--- src/rtl/pipeline_pkg.sv ---
// Shared pipeline definitions: the canonical NOP and the fetch-queue entry
// layout. Every squash point in the pipeline uses this NOP encoding.
package pipeline_pkg;

    localparam int unsigned INSTR_W = 32;
    localparam int unsigned PC_W    = 32;
    localparam int unsigned TAG_W   = 1;

    // Canonical NOP substituted for empty or stale slots.
    localparam logic [INSTR_W-1:0] NOP_INSTR = 32'hE320F000;

    // One fetched instruction together with its PC and branch epoch tag.
    typedef struct packed {
        logic [INSTR_W-1:0] instr;
        logic [PC_W-1:0]    pc;
        logic [TAG_W-1:0]   epoch;
    } fq_entry_t;

endpackage : pipeline_pkg

--- src/rtl/fq_head_mux.sv ---
// Head-of-queue presentation logic: converts a stale head into the
// canonical NOP and flags it as squashed; forces NOP/0 when empty.
// Ports:
//   head_valid_i  - queue holds at least one entry
//   head_instr_i  - instruction stored at the head
//   head_pc_i     - PC stored at the head
//   head_epoch_i  - epoch tag stored at the head
//   cur_epoch_i   - live architectural epoch
//   out_instr_o   - head instruction or NOP (combinational)
//   out_pc_o      - head PC, 0 when empty (combinational)
//   out_squash_o  - head present but stale (combinational)
module fq_head_mux #(
    parameter int unsigned          DATA_W    = 32,
    parameter int unsigned          ADDR_W    = 32,
    parameter int unsigned          EPOCH_W   = 1,
    parameter logic [DATA_W-1:0]    NOP_INSTR = 32'hE320F000
) (
    input  logic                 head_valid_i,
    input  logic [DATA_W-1:0]    head_instr_i,
    input  logic [ADDR_W-1:0]    head_pc_i,
    input  logic [EPOCH_W-1:0]   head_epoch_i,
    input  logic [EPOCH_W-1:0]   cur_epoch_i,
    output logic [DATA_W-1:0]    out_instr_o,
    output logic [ADDR_W-1:0]    out_pc_o,
    output logic                 out_squash_o
);

    // Epoch is compared live so a stalled head turns stale in the same cycle.
    always_comb begin
        out_squash_o = head_valid_i && (head_epoch_i != cur_epoch_i);
        out_pc_o     = head_valid_i ? head_pc_i : '0;
        out_instr_o  = (head_valid_i && !out_squash_o) ? head_instr_i : NOP_INSTR;
    end

endmodule : fq_head_mux

--- src/rtl/fetch_queue.sv ---
// DEPTH-entry instruction buffer between fetch and decode with valid/ready
// handshakes, epoch-based squash at the head, bulk flush and occupancy.
// Ports:
//   clk, rst                     - clock, synchronous active-high reset
//   in_valid/in_ready            - fetch-side handshake
//   in_instr/in_pc/in_epoch      - entry offered by fetch
//   cur_epoch                    - live epoch from execute
//   flush                        - drop every entry (and the offered one)
//   out_valid/out_ready          - decode-side handshake
//   out_instr/out_pc/out_squash  - head presentation
//   count                        - current occupancy
module fetch_queue #(
    parameter int unsigned          DATA_W    = pipeline_pkg::INSTR_W,
    parameter int unsigned          ADDR_W    = pipeline_pkg::PC_W,
    parameter int unsigned          DEPTH     = 4,
    parameter int unsigned          EPOCH_W   = pipeline_pkg::TAG_W,
    parameter logic [DATA_W-1:0]    NOP_INSTR = DATA_W'(pipeline_pkg::NOP_INSTR)
) (
    input  logic                          clk,
    input  logic                          rst,
    input  logic                          in_valid,
    output logic                          in_ready,
    input  logic [DATA_W-1:0]             in_instr,
    input  logic [ADDR_W-1:0]             in_pc,
    input  logic [EPOCH_W-1:0]            in_epoch,
    input  logic [EPOCH_W-1:0]            cur_epoch,
    input  logic                          flush,
    output logic                          out_valid,
    input  logic                          out_ready,
    output logic [DATA_W-1:0]             out_instr,
    output logic [ADDR_W-1:0]             out_pc,
    output logic                          out_squash,
    output logic [$clog2(DEPTH):0]        count
);

    localparam int unsigned PTR_W = $clog2(DEPTH);
    localparam int unsigned CNT_W = PTR_W + 1;

    typedef struct packed {
        logic [DATA_W-1:0]  instr;
        logic [ADDR_W-1:0]  pc;
        logic [EPOCH_W-1:0] epoch;
    } entry_t;

    entry_t             mem_q [DEPTH];
    logic [PTR_W-1:0]   rd_ptr_q, rd_ptr_d;
    logic [PTR_W-1:0]   wr_ptr_q, wr_ptr_d;
    logic [CNT_W-1:0]   cnt_q, cnt_d;
    logic               push, pop;
    entry_t             head;

    // in_ready depends only on registered occupancy: no bypass of a full queue.
    assign in_ready  = (cnt_q < CNT_W'(DEPTH));
    assign out_valid = (cnt_q != '0);
    assign count     = cnt_q;
    assign push      = in_valid && in_ready;
    assign pop       = out_valid && out_ready;
    assign head      = mem_q[rd_ptr_q];

    // Pointer/occupancy next state; flush discards everything including the offer.
    always_comb begin
        rd_ptr_d = rd_ptr_q;
        wr_ptr_d = wr_ptr_q;
        cnt_d    = cnt_q;
        if (flush) begin
            rd_ptr_d = '0;
            wr_ptr_d = '0;
            cnt_d    = '0;
        end else begin
            if (push) wr_ptr_d = wr_ptr_q + PTR_W'(1);
            if (pop)  rd_ptr_d = rd_ptr_q + PTR_W'(1);
            cnt_d = cnt_q + CNT_W'(push) - CNT_W'(pop);
        end
    end

    // Control state register.
    always_ff @(posedge clk) begin
        if (rst) begin
            rd_ptr_q <= '0;
            wr_ptr_q <= '0;
            cnt_q    <= '0;
        end else begin
            rd_ptr_q <= rd_ptr_d;
            wr_ptr_q <= wr_ptr_d;
            cnt_q    <= cnt_d;
        end
    end

    // Storage is not reset; a write during flush lands in a dead slot.
    always_ff @(posedge clk) begin
        if (push) begin
            mem_q[wr_ptr_q] <= '{instr: in_instr, pc: in_pc, epoch: in_epoch};
        end
    end

    fq_head_mux #(
        .DATA_W    (DATA_W),
        .ADDR_W    (ADDR_W),
        .EPOCH_W   (EPOCH_W),
        .NOP_INSTR (NOP_INSTR)
    ) u_head_mux (
        .head_valid_i (out_valid),
        .head_instr_i (head.instr),
        .head_pc_i    (head.pc),
        .head_epoch_i (head.epoch),
        .cur_epoch_i  (cur_epoch),
        .out_instr_o  (out_instr),
        .out_pc_o     (out_pc),
        .out_squash_o (out_squash)
    );

endmodule : fetch_queue

--- config.mk ---
export PLATFORM = sky130hd
export DESIGN_NAME = fetch_queue
export DESIGN_NICKNAME = d
export VERILOG_FILES = /design/src/rtl/pipeline_pkg.sv /design/src/rtl/fq_head_mux.sv /design/src/rtl/fetch_queue.sv
export SDC_FILE = /design/constraint.sdc
export NUM_CORES = 1
export LEC_CHECK = 0
export CAP_MARGIN = 0
export CORE_AREA = 2 2 142 144
export DETAILED_ROUTE_END_ITERATION = 16
export DIE_AREA = 0 0 144 146
export PLACE_DENSITY = 0.82
export SLEW_MARGIN = 20
export SYNTH_ARGS = -nofsm -noshare
export SYNTH_HDL_FRONTEND = slang
export SYNTH_SLANG_ARGS = --single-unit
export TNS_END_PERCENT = 5
--- constraint.sdc ---
create_clock -name clk -period 3.41 [get_ports clk]
set_input_delay 0.682 -clock clk [delete_from_list [all_inputs] [get_ports clk]]
set_output_delay 0.682 -clock clk [all_outputs]
set_load 0.02 [all_outputs]
==> impl_metrics.ini <==
[final_layout]
nets = 706
fillerInstances = 1237
syn_to_final_growth_pct = 26.5
drive_gt1_share_pct = 19.5
diodes = 0

[synth]
synth.most_common_cell = edfxtp_1
avgSynthCellArea_um2 = 22.1
syn_inst = 466
ys_warn_count = 0
synth-seq-cells = 269
async_flop_share_pct = 0
synth_area_leaders = edfxtp_1 (76%), mux4_2 (14%), and2_1 (2.2%), dfxtp_1 (1.8%), and3_1 (1.3%)
syn_nets = 544
synth_edf_count = 260
seq_area_frac_synth_pct = 77.6
syn_area_um2 = 10300
synth_ff_type = edfxtp_1
synth_largest_area_cell = edfxtp_1
yosys-top-cells-count = edfxtp_1 (260), mux4_2 (63), and2_1 (36)
ys_types = 25
synth_top_area_share_pct = 75.9

[clock_tree]
cts_sinks = 269
ctsHoldBuffers = 0
clk_pin_slew_worst_paths_ns = 0.06
numCtsBuffers = 26
insertion_delay_ns = 0.51
root_buffer = clkbuf_16
cts_tree = done
cts_max_path_buffers = 3
htree_levels = 1

[timing]
holdWs_ns = 0.534
rsz0062_at_grt = true
hold_violations = 0
worst_slew_pin_slew_ns = 0.490
timing.final.ws_setup_ns = 0.0604
setup_viol = 0
finalCriticalPeriod_ns = 3.35
max_slew_margin_pct = 67.3
post-route-period-util_pct = 98.2
fin_tns_setup_ns = 0
fmax_mhz = 299
finalClockSkew_ns = 0.00560
slew_viol_final = 0

[critical_path]
crit_end = out_instr[15]
reg2reg_to = count[2]$_SDFF_PP0_
worstRegToRegCells = 9
crit_required_ns = 2.73
r2r_setup_slack_ns = 1.15
startpoint_type = flop
path_class = reg -> out
cp-end-kind = primary output
reg2reg_from = count[2]$_SDFF_PP0_
arrival_ns = 2.67
crit_path_max_fanout = 21

[detailed_routing]
routed_via_density = 5.51
vias = 5022
drt_iter0_drc = 392
drt_first_pass_iters = 4
wire_per_inst_um = 22.0
drc = 0
ant_nets = 0
routed_wl_um = 20000

[place]
dp_hpwl_um = 12000
io_buffers = 140
dp_slack_ns = 0.0219
gp_congestion = 0.753

[global_routing]
grt_pass1_vias = 5457
grt-ovfl-total = 0
grt_antenna_before_repair = 1
grt_use_total_pct = 19.4
grt_pass1_wl_um = 30600
grt_max_degree = 65

[die]
start_util_pct = 53.2
die_y_um = 146
die_area_um2 = 21000
die_w_um = 144
top_level_ports = 141
rows = 51
core_region_area_um2 = 19300

[job]
cap_violations = 0

[power]
peakVddDrop_mv = 0.484
power.density_nw_per_um2 = 554
p_leak_nw = 4.57

[outcome]
status = completed

[worst_hold_path]
hold_path_class = reg -> reg
[flip-flops by register name (all words and copies together), names as in the netlist, named ones only]
| register | count |
|---|---|
| mem_q | 260 |
| count | 3 |
| rd_ptr_q | 2 |
| wr_ptr_q | 2 |
[worst max-delay path: stages (launching register included)]
cell             delay (ns)
dfxtp_4                0.38
buf_8                  0.25
mux4_1                 0.64
or3_1                  0.34
clkdlybuf4s50_1        0.55
[per-stage QoR]
| stage | cells | total power, W | utilization (%) | area (um^2) |
|---|---|---|---|---|
| after floorplan | 466 | 0.00420 | - | 10300 |
| after global placement | 863 | 0.00456 | 62.8 | 12200 |
| after detailed placement | 863 | 0.00459 | 62.8 | 12200 |
| after CTS | 909 | 0.00727 | 67.0 | 13000 |
| after global routing | 911 | 0.00744 | 67.3 | 13000 |
| final | 911 | 0.00721 | 67.3 | 13000 |
[cells in the final DEF, fill, tap and decap left out, types with 2 or more instances in the layout]
| cell type | instances |
|---|---|
| and2_1 | 32 |
| and2_4 | 4 |
| and3_1 | 22 |
| buf_12 | 8 |
| buf_4 | 9 |
| bufinv_16 | 2 |
| clkbuf_1 | 5 |
| clkbuf_16 | 27 |
| clkdlybuf4s50_1 | 108 |
| clkinv_1 | 7 |
| clkinv_2 | 5 |
| dfxtp_1 | 7 |
| dfxtp_4 | 2 |
| dlygate4sd2_1 | 13 |
| dlymetal6s2s_1 | 19 |
| edfxtp_1 | 260 |
| ha_1 | 6 |
| inv_1 | 10 |
| mux4_1 | 2 |
| mux4_2 | 63 |
| nor2_1 | 9 |
| or3_1 | 10 |
| xnor2_1 | 3 |
| xor2_1 | 2 |
[logic make-up (layout without fill, tap and decap cells)]
kind of cell | after synthesis | in the layout | synth area share (%)
adder cells (fa/ha/maj) | 7 | 7 | 0.924
multiplexers | 66 | 66 | 14.4
AO/OA/AOI/OAI | 2 | 2 | 0.158
AND/OR/NAND/NOR | 80 | 80 | 4.63
XOR/XNOR | 7 | 7 | 0.742
buffers and inverters | 35 | 215 | 1.52
flip-flops | 269 | 269 | 77.6
[cell type report]
type                    instances  area, um^2  share of cell area [%]
multi-input cells             162        2170                    16.7
inverters                      11        41.3                   0.317
repair buffers                158        1680                    12.9
clock buffers                  32         694                    5.33
clock inverters                14         111                   0.855
flip-flops and latches        269        8000                    61.4
well taps                     265         332                    2.55
[report_power, final]
part,leakage [nW],internal [W],switching (W),total [W]
clock,0.397,0.00158,0.00111,0.00270
combinational,1.72,0.000365,0.000383,0.000747
sequential,2.46,0.00374,0.0000295,0.00377
total,4.57,0.00568,0.00152,0.00721
[how the worst min path moves through the flow]
stage                     depth (start not counted)                     start  slack (ns)                  endpoint
after floorplan                                   2  rd_ptr_q[1]$_SDFFE_PP0P_        0.48                      flop
after global placement                            2  rd_ptr_q[0]$_SDFFE_PP0P_        0.51                      flop
after detailed placement                          2  rd_ptr_q[0]$_SDFFE_PP0P_        0.51                      flop
after CTS                                         2  rd_ptr_q[0]$_SDFFE_PP0P_        0.53                      flop
after global routing                              2  rd_ptr_q[0]$_SDFFE_PP0P_        0.57  rd_ptr_q[0]$_SDFFE_PP0P_
final                                             2  rd_ptr_q[0]$_SDFFE_PP0P_        0.53  rd_ptr_q[0]$_SDFFE_PP0P_
[timing repair]
item	CTS	global route
setup buffers	0	2
resized for setup	15	20
pin swaps	0	1
gates cloned	0	0
setup endpoints to repair	10	19
[routing by layer]
layer | vias to the layer above | track usage, % | routed length [um]
met1 | 2602 | 26.0 | 8100
li1 | 2222 | - | -
met5 | - | 0 | 0
met4 | 0 | 4.80 | 384
met3 | 29 | 3.65 | 1190
met2 | 169 | 33.1 | 10400
No activity file was read; power rests on OpenSTA's default activity.
==> patch: new RTL, same settings <==
Change the package constant `PC_W` from 32 to 24.
--- a/src/rtl/pipeline_pkg.sv
+++ b/src/rtl/pipeline_pkg.sv
@@ -5,3 +5,3 @@
     localparam int unsigned INSTR_W = 32;
-    localparam int unsigned PC_W    = 32;
+    localparam int unsigned PC_W    = 24;
     localparam int unsigned TAG_W   = 1;
Interface: changed (resized in_pc and out_pc); port bits go from 141 to 125. The function was not compared with the original's and may differ.
==> patch against the original RTL <==
- global-route usage down 2.4 points
- core utilization down 7.7 points
- hold slack better by 0.024 ns
- cell count down 7.4%
- highest routed layer unchanged
- synthesized area down 12%
- maximum frequency up 1.8%
- sequential cell count down 32
- largest power group unchanged
- non-clock buffer count down 17
- register-to-register slack worse by 0.08 ns
- routed wire length down 13%
- power down 9.6%
- setup slack better by 0.059 ns
- final area down 11%
==> patch: results (changes against the original RTL) <==
Synthesis
  • Post-synthesis sequential area ratio: 77.4% (-0.24 points)
  • Post-synth EDFFs: 228 (-12%)
  • Synth cell types: 23 (-8.0%)
  • Mapped Cells: 416 (-11%)
  • Most instantiated cells after synthesis: edfxtp_1 (228), mux4_2 (57), and2_1 (28)

Placed design
  • Placed cell count: 800 (-7.3%)
  • Dpl cell area: 10800 µm² (-11%)
  • Hpwl dp: 10.7 mm (-11%)
  • Final GP Congestion: 0.675 (-10%)
  • Post-place setup slack: 0.224 ns (+0.202 ns)

Outcome
  • Status: finished, final reports clean

Worst setup path
  • Top Family by Delay on Critical Path: multiplexers
  • CP Max Fanout: 10 (-52%)
  • Worst EP arrival: 2.61 ns (-0.06 ns)
  • CP peak stage delay: 0.66 ns (+0.02 ns)

Finish
  • Finished Layout Cells: 844 (-7.4%)
  • Fillers: 1356 (+9.6%)
  • Final Net Count: 631 (-11%)
  • Layout cells sized above 1: 20.2% (+0.70 points)

STA
  • Worst-Margin Slew: 0.520 ns (+0.0297 ns)
  • Fin Clk Skew: 0.00707 ns (+0.00146 ns)

Detailed routing
  • Via/cell ratio: 5.25 (-4.7%)
  • Initial DRC count: 238 (-39%)
  • Drt total wl: 17.5 mm (-13%)

GRT
  • Vias in the first global route: 4854 (-11%)
  • Pin count of the biggest net entering global routing: 43 (-34%)
  • Antenna violations before repair: 0 (-1)
  • First-pass GRT wire length: 27.2 mm (-11%)

Power
  • Peak VDD IR: 0.418 mV (-14%)
  • Pleak: 3.88 nW (-15%)

Clock tree
  • CTS Buf Count: 24 (-7.7%)
-- patch: cell count changes in the layout (fill, tap and decap cells not counted), moves of 3 or more --
| cell | unedited run | this run |
|---|---|---|
| clkdlybuf4s50_1 | 108 | 91 |
| dlymetal6s2s_1 | 19 | 0 |
| clkbuf_1 | 5 | 8 |
| clkbuf_8 | 0 | 3 |
| clkinv_1 | 7 | 2 |
| edfxtp_1 | 260 | 228 |
| and2_1 | 32 | 24 |
| dlygate4sd2_1 | 13 | 33 |
| mux4_2 | 63 | 57 |
-- patch: worst reg2reg max path, stage by stage, from the launching register on --
cell and delay (ns):
dfxtp_1 0.40, o31ai_1 0.41, inv_1 0.10, ha_1 0.30
inv_1 0.05, ha_1 0.18, fa_1 0.39, xnor2_1 0.20
xnor2_1 0.14, nor2_1 0.07
-- patch: path summary, 6_finish.rpt --
kind                     from             to  slack [ns]  cells after the start
setup / recovery     register  out_instr[24]        0.12                      4
hold / removal    rd_ptr_q[0]       register        0.56                      2
setup reg to reg     count[2]       count[2]        1.07                      9
hold reg to reg   rd_ptr_q[0]       register        0.56                      2
-- patch: metal layers --
layer	up-vias	share of wire (%)	global-route usage [%]
li1	1988	-	-
met1	2282	42	22.5
met2	147	51	29.4
met3	16	5.7	3.26
met4	0	1.2	3.33
met5	-	0	0
-- patch: kinds of logic (layout without fill, tap and decap cells) --
logic type | after synthesis | after routing | synth area share (%)
XOR/XNOR | 7 | 7 | 0.841
AND/OR/NAND/NOR | 72 | 72 | 4.70
multiplexers | 58 | 58 | 14.2
buffers and inverters | 33 | 196 | 1.60
AO/OA/AOI/OAI | 2 | 2 | 0.179
adder cells (fa/ha/maj) | 7 | 7 | 1.05
flip-flops | 237 | 237 | 77.4
-- patch: cell type report --
| type | instances | share of cell area [%] |
|---|---|---|
| clock inverter | 8 | 0.759 |
| timing repair buffer | 141 | 12.2 |
| tap | 265 | 2.88 |
| clock buffer | 36 | 6.04 |
| multi-input combinational | 146 | 16.8 |
| inverter | 11 | 0.358 |
| sequential | 237 | 61.0 |
-- patch: where the power goes --
part           leakage [nW]  switching, W  internal (W)
sequential             2.17     0.0000277       0.00329
clock                 0.386       0.00101       0.00156
combinational          1.32      0.000329      0.000306
total                  3.88       0.00136       0.00516
-- patch: what timing repair did --
action | 4_1_cts | 5_1_grt
endpoints found under the setup margin | 33 | 0
hold buffers | 0 | 0
hold endpoints to repair | 0 | 0
gates resized for setup | 35 | 0
-- patch: stage by stage --
stage | utilization, % | total power (W)
3_5_place_dp | 55.7 | 0.00404
2_1_floorplan | - | 0.00370
3_3_place_gp | 55.7 | 0.00401
4_1_cts | 59.6 | 0.00659
5_1_grt | 59.6 | 0.00675
6_report | 59.6 | 0.00652
